`src/rtl/pattern_sequencer.sv`:
```
// pattern_sequencer: frame scheduler feeding a NeoPixel encoder.
// Walks the color/pixel arrays one entry per load, issues N loads per
// frame, fires go, waits for the encoder to finish, then holds the frame
// for HOLD_CYCLES before continuing from where it stopped.
module pattern_sequencer #(
  parameter int HOLD_CYCLES = 1_500_000
) (
  input  logic             clock,
  input  logic             reset,
  input  logic             enable,
  input  logic [62:0][7:0] color_array,
  input  logic [62:0][2:0] pixel_array,
  input  logic [6:0]       max_num_loads,
  input  logic             ready,
  output logic             load,
  output logic [2:0]       pixel_index,
  output logic [1:0]       color_index,
  output logic [7:0]       color_level,
  output logic             go,
  output logic             frame_done,
  output logic [5:0]       entry_ptr
);

  localparam int HOLD_W = (HOLD_CYCLES > 1) ? $clog2(HOLD_CYCLES) : 1;
  localparam logic [HOLD_W-1:0] HOLD_LAST = HOLD_W'(HOLD_CYCLES - 1);

  localparam logic [2:0] ST_IDLE      = 3'd0;
  localparam logic [2:0] ST_LOAD      = 3'd1;
  localparam logic [2:0] ST_GO        = 3'd2;
  localparam logic [2:0] ST_WAIT_BUSY = 3'd3;
  localparam logic [2:0] ST_WAIT_DONE = 3'd4;
  localparam logic [2:0] ST_HOLD      = 3'd5;

  // Number of go cycles the encoder may ignore before go is reissued.
  localparam logic [3:0] BUSY_LAST = 4'd15;

  logic [2:0]        state_q, state_d;
  logic [5:0]        entry_ptr_q, entry_ptr_d;
  logic [1:0]        chan_q, chan_d;
  logic [5:0]        load_cnt_q, load_cnt_d;
  logic [5:0]        num_loads_q, num_loads_d;
  logic [HOLD_W-1:0] hold_cnt_q, hold_cnt_d;
  logic [3:0]        busy_cnt_q, busy_cnt_d;

  // Map the requested frame length into 1..63: zero still sends one entry,
  // anything beyond the array length is limited to one full pass.
  function automatic logic [5:0] clamp_loads(input logic [6:0] req);
    if (req == 7'd0) begin
      return 6'd1;
    end else if (req > 7'd63) begin
      return 6'd63;
    end else begin
      return req[5:0];
    end
  endfunction

  // Next-state, counter updates and the ready-qualified strobes.
  always_comb begin
    state_d     = state_q;
    entry_ptr_d = entry_ptr_q;
    chan_d      = chan_q;
    load_cnt_d  = load_cnt_q;
    num_loads_d = num_loads_q;
    hold_cnt_d  = hold_cnt_q;
    busy_cnt_d  = busy_cnt_q;
    load        = 1'b0;
    go          = 1'b0;
    frame_done  = 1'b0;

    unique case (state_q)
      ST_IDLE: begin
        if (enable) begin
          state_d     = ST_LOAD;
          num_loads_d = clamp_loads(max_num_loads);
          load_cnt_d  = 6'd0;
        end
      end

      ST_LOAD: begin
        load = ready;
        if (ready) begin
          entry_ptr_d = (entry_ptr_q == 6'd62) ? 6'd0 : entry_ptr_q + 6'd1;
          chan_d      = (chan_q == 2'd2) ? 2'd0 : chan_q + 2'd1;
          load_cnt_d  = load_cnt_q + 6'd1;
          if (load_cnt_q == num_loads_q - 6'd1) begin
            state_d = ST_GO;
          end
        end
      end

      ST_GO: begin
        go = ready;
        if (ready) begin
          state_d    = ST_WAIT_BUSY;
          busy_cnt_d = 4'd0;
        end
      end

      ST_WAIT_BUSY: begin
        // Encoder acknowledges by dropping ready; if it never does, the go
        // pulse was presumably missed, so send it again.
        if (!ready) begin
          state_d = ST_WAIT_DONE;
        end else if (busy_cnt_q == BUSY_LAST) begin
          state_d = ST_GO;
        end else begin
          busy_cnt_d = busy_cnt_q + 4'd1;
        end
      end

      ST_WAIT_DONE: begin
        if (ready) begin
          frame_done = 1'b1;
          hold_cnt_d = '0;
          state_d    = ST_HOLD;
        end
      end

      ST_HOLD: begin
        if (hold_cnt_q == HOLD_LAST) begin
          if (enable) begin
            state_d     = ST_LOAD;
            num_loads_d = clamp_loads(max_num_loads);
            load_cnt_d  = 6'd0;
          end else begin
            state_d = ST_IDLE;
          end
        end else begin
          hold_cnt_d = hold_cnt_q + HOLD_W'(1);
        end
      end

      default: begin
        state_d = ST_IDLE;
      end
    endcase
  end

  // State and counter registers; entry pointer and channel survive frames.
  always_ff @(posedge clock or negedge reset) begin
    if (!reset) begin
      state_q     <= ST_IDLE;
      entry_ptr_q <= 6'd0;
      chan_q      <= 2'd0;
      load_cnt_q  <= 6'd0;
      num_loads_q <= 6'd1;
      hold_cnt_q  <= '0;
      busy_cnt_q  <= 4'd0;
    end else begin
      state_q     <= state_d;
      entry_ptr_q <= entry_ptr_d;
      chan_q      <= chan_d;
      load_cnt_q  <= load_cnt_d;
      num_loads_q <= num_loads_d;
      hold_cnt_q  <= hold_cnt_d;
      busy_cnt_q  <= busy_cnt_d;
    end
  end

  assign entry_ptr   = entry_ptr_q;
  assign color_index = chan_q;
  assign pixel_index = pixel_array[entry_ptr_q];
  assign color_level = color_array[entry_ptr_q];

endmodule

```
`config.mk`:
```
export PLATFORM = sky130hd
export DESIGN_NAME = pattern_sequencer
export DESIGN_NICKNAME = d
export VERILOG_FILES = /design/src/rtl/pattern_sequencer.sv
export SDC_FILE = /design/constraint.sdc
export NUM_CORES = 1
export LEC_CHECK = 0
export BUFFER_PORTS_ARGS = -buffer_cell sky130_fd_sc_hd__buf_2
export CAP_MARGIN = 5
export CORE_AREA = 4 4 284 286
export CTS_CLUSTER_DIAMETER = 120
export DETAILED_ROUTE_END_ITERATION = 10
export DIE_AREA = 0 0 288 290
export GPL_TIMING_DRIVEN = 0
export PLACE_DENSITY = 0.35
export SETUP_SLACK_MARGIN = 0.5
export SLEW_MARGIN = 15
export SYNTH_ARGS = -nofsm -noshare
export SYNTH_HDL_FRONTEND = slang
export SYNTH_SLANG_ARGS = --single-unit
```
`constraint.sdc`:
```
create_clock -name clock -period 2.61 [get_ports clock]
set_input_delay 0.1305 -clock clock [delete_from_list [all_inputs] [get_ports clock]]
set_output_delay 0.1305 -clock clock [all_outputs]
set_load 0.01 [all_outputs]
```
==> flow_metrics.tcl <==
set metrics [dict create \
    violations "negative setup slack" \
    grt_most_used_layer "met2" \
    share_seq_of_total_power_pct 8.1 \
    cts.path.max_buffers 2 \
    critical_setup_path_kind "flip-flop to primary output" \
    routedWlPerCell_um 30.6 \
    route.antenna.remaining_nets 0 \
    die-area_mm2 0.0835 \
    synth-seq-area-share_pct 14.3 \
    yosys.cell_count.top_type "sky130_fd_sc_hd__mux4_2" \
    grt.met1_usage_pct 24.1 \
    final.fill_count 8847 \
    intPower_uw 8180 \
    synth_common_cells "167 x sky130_fd_sc_hd__mux4_2, 65 x sky130_fd_sc_hd__nor2_1, 63 x sky130_fd_sc_hd__nand2_1" \
    unrepaired_setup_endpoints_after_global_routing "true" \
    grtUsageMet2_pct 32.1 \
    drc 0 \
    leakagePower_uw 0.00671 \
    crit_path_top_delay_cell "sky130_fd_sc_hd__mux4_2" \
    power.clock.fraction_pct 4.7 \
    clock_insertion_delay_worst_skew_ns 0.30 \
    combinational_family_with_the_most_area_after_synthesis "multiplexers" \
    post-synth-top-area-cell "sky130_fd_sc_hd__mux4_2" \
    yosys.area.top_type_share_pct 44.7 \
    drt_pass1_iterations 5 \
    drv_cap 0 \
    synth-xor-area-share_pct 3.43 \
    power_frac_comb_pct 87.2 \
    globalRouteMet3Util_pct 3.48 \
    synthCells 783 \
    finalPower_uw 16900 \
    synth.ff_latch_count 48 \
    critical_path.cell_chain "buf_6 -> buf_12 -> buf_16 -> mux4_2 -> mux4_2 -> a22oi_2 -> nand3_2 -> buf_6" \
    crit_family "multiplexers" \
    path_clk_slew_ns 0.07 \
    cts_root_buffer "sky130_fd_sc_hd__clkbuf_16" \
    synth_cell_type_count 64 \
    synthesis.nets 1493 \
    fin_ws_ns -0.419 \
    routabilityCongestion 0.946 \
    final-max-slew-violation-count 0 \
    setup.worst_path.end_class "primary output" \
    timing.fmax_mhz 330 \
    vias 11000 \
    final-hold-violation-count 0 \
    net-switching-power_uw 8740 \
    area_of_the_core_mm2 0.0784 \
    numCtsBuffers 5 \
    antenna_violations_before_repair 31 \
    synth_async_sr_flop_share_pct 100 \
    synthFlopType "sky130_fd_sc_hd__dfrtp_1" \
    layout_skew_ns 0.00447 \
    run_status "finished, violations left" \
    final_period_minus_worst_setup_slack_ns 3.03 \
    hold-worst-slack_ns 0.113 \
    area.growth.synth_to_final_pct 84.8 \
    cellPowerDensity_mw_per_mm2 1090 \
    fp-row-count 103 \
    routed_wirelength_um 80600 \
    via_count_of_the_first_global_routing_pass 11900 \
    yosys.area_share.adder_pct 0.891 \
    syn_avg_cell_area_um2 10.8 \
    tightest_slew_ns 1.02 \
    critical_path_required_ns 2.48 \
    synth_simple_gate_area_share_pct 12.2 \
    first_pass_grt_wire_length_um 105000 \
    die_h_um 290 \
    place.detailed.hpwl_um 67900 \
    drt_iter0_drc 770 \
    startpoint_type "flip-flop" \
    globalRoute.totalOverflow 0 \
    netlist_area_mm2 0.00842 \
    hp-class "input port to flip-flop" \
    initial_utilization_pct 10.7 \
    synth_edf_count 0 \
    timing.slew.headroom_pct 31.9 \
    io_buffer_count 725 \
    fin_crit_sh_pct 116 \
    timing.critical_path.slowest_cell_delay_ns 0.67 \
    synth.yosys.warnings 0 \
    ir_drop_uv 350 \
    cts_tree "done" \
    synth-compound-area-share_pct 11.8 \
    gr-usage-all-layers_pct 18.4 \
    clkSinkCount 48 \
    cp_num_buf_inv 4 \
    critPathMaxFanout 8 \
    report.final.setup_viol 11 \
    via_per_inst 4.19 \
    post_synth_mux_area_share_pct 52.3 \
    die_x_um 288 \
    grt_max_degree 49 \
    clock_tree.htree_level_count 2 \
    sw_share_pct 51.6 \
    post_route_cells_drive_above_1_share_pct 72.2 \
    num_io_pins 726 \
    worst-endpoint-arrival_ns 2.90 \
    synth.area.top_cells "sky130_fd_sc_hd__mux4_2 45%, sky130_fd_sc_hd__dfrtp_1 14%, sky130_fd_sc_hd__mux2i_1 7.0%" \
    final_nets 2282 \
]
## state kept, by name (all words and copies together) (netlist names)
name / count
load_cnt_q: 6
color_index: 2
num_loads_q: 6
hold_cnt_q: 21
busy_cnt_q: 4
state_q: 3
entry_ptr: 6
## cells by family after synthesis
family | count (synthesis)
fa+ha+maj | 6
xor+xnor | 33
mux | 231
buf+inv | 93
flops | 48
compound gates | 156
simple gates | 216
## per-stage QoR
stage	util (%)	std cells	instance area [µm²]	setup TNS, ns	worst slack (ns)
final	19.9	2632	15600	-3.64	-0.419
after global routing	19.8	2625	15500	-4.93	-0.495
after CTS	19.4	2605	15200	-4.38	-0.442
after detailed placement	17.3	2558	13600	-26.24	-1.95
after global placement	17.3	2558	13600	-26.67	-1.92
after floorplan	-	783	8620	0	0.385
## cells in the final DEF, fill, tap and decap left out, types with 17 or more instances in the layout
master | synthesis | final
sky130_fd_sc_hd__buf_2 | 27 | 719
sky130_fd_sc_hd__buf_6 | 1 | 25
sky130_fd_sc_hd__o21ai_1 | 2 | 20
sky130_fd_sc_hd__xor2_1 | 20 | 20
sky130_fd_sc_hd__buf_4 | 9 | 45
sky130_fd_sc_hd__nand2_1 | 63 | 61
sky130_fd_sc_hd__dfrtp_1 | 47 | 43
sky130_fd_sc_hd__nand3_1 | 24 | 17
sky130_fd_sc_hd__mux2i_1 | 59 | 43
sky130_fd_sc_hd__mux4_2 | 167 | 167
sky130_fd_sc_hd__nor2_1 | 65 | 57
sky130_fd_sc_hd__o21ai_0 | 56 | 25
sky130_fd_sc_hd__buf_12 | 0 | 19
## tightest hold or removal path: stages
cell,delay (ns)
sky130_fd_sc_hd__buf_2,0.10
sky130_fd_sc_hd__o31ai_1,0.10
sky130_fd_sc_hd__o21ai_2,0.06
## metal layers
layer	share of wire, %	wire, µm
met2	49	39800
met4	1.9	1560
met1	42	33700
met3	6.7	5430
met5	0.099	80
## final cells by class
cell class	count	area (µm²)	area share (%)
Antenna cell	9	22.5	0.145
Tap cell	1050	1310	8.44
Multi-Input combinational cell	642	7460	47.9
Timing Repair Buffer	782	4360	28.0
Clock buffer	6	139	0.892
Clock inverter	2	38.8	0.249
Inverter	14	67.6	0.434
Buffer	79	963	6.19
Sequential cell	48	1210	7.76
## repair_timing
action,CTS,global route
gates cloned,7,0
setup buffers,31,18
gates resized for setup,263,43
hold endpoints to repair,47,0
hold buffers,1,0
pin swaps,35,31
endpoints found under the setup margin,56,56
## final timing paths
kind | startpoint | end | slack [ns] | cells past startpoint
max | entry_ptr[0] | pixel_index[2] | -0.42 | 8
min | max_num_loads[0] | num_loads_q[0] | 0.11 | 3
max reg2reg | hold_cnt_q[11] | hold_cnt_q[9] | 0.21 | 8
min reg2reg | color_index[1] | color_index[1] | 0.52 | 1
max in group asynchronous | reset | entry_ptr[1] | 1.68 | 2
min in group asynchronous | reset | hold_cnt_q[8] | 0.42 | 2
## power by group through the flow
stage	clock network (µW)	logic (µW)	registers (µW)
finish	795	14800	1360
global route	841	15600	1410
CTS	824	14800	1360
detailed placement	0	12400	1370
global placement	0	12300	1370
floorplan	0	6760	1260
No activity file was read; power rests on OpenSTA's default activity.
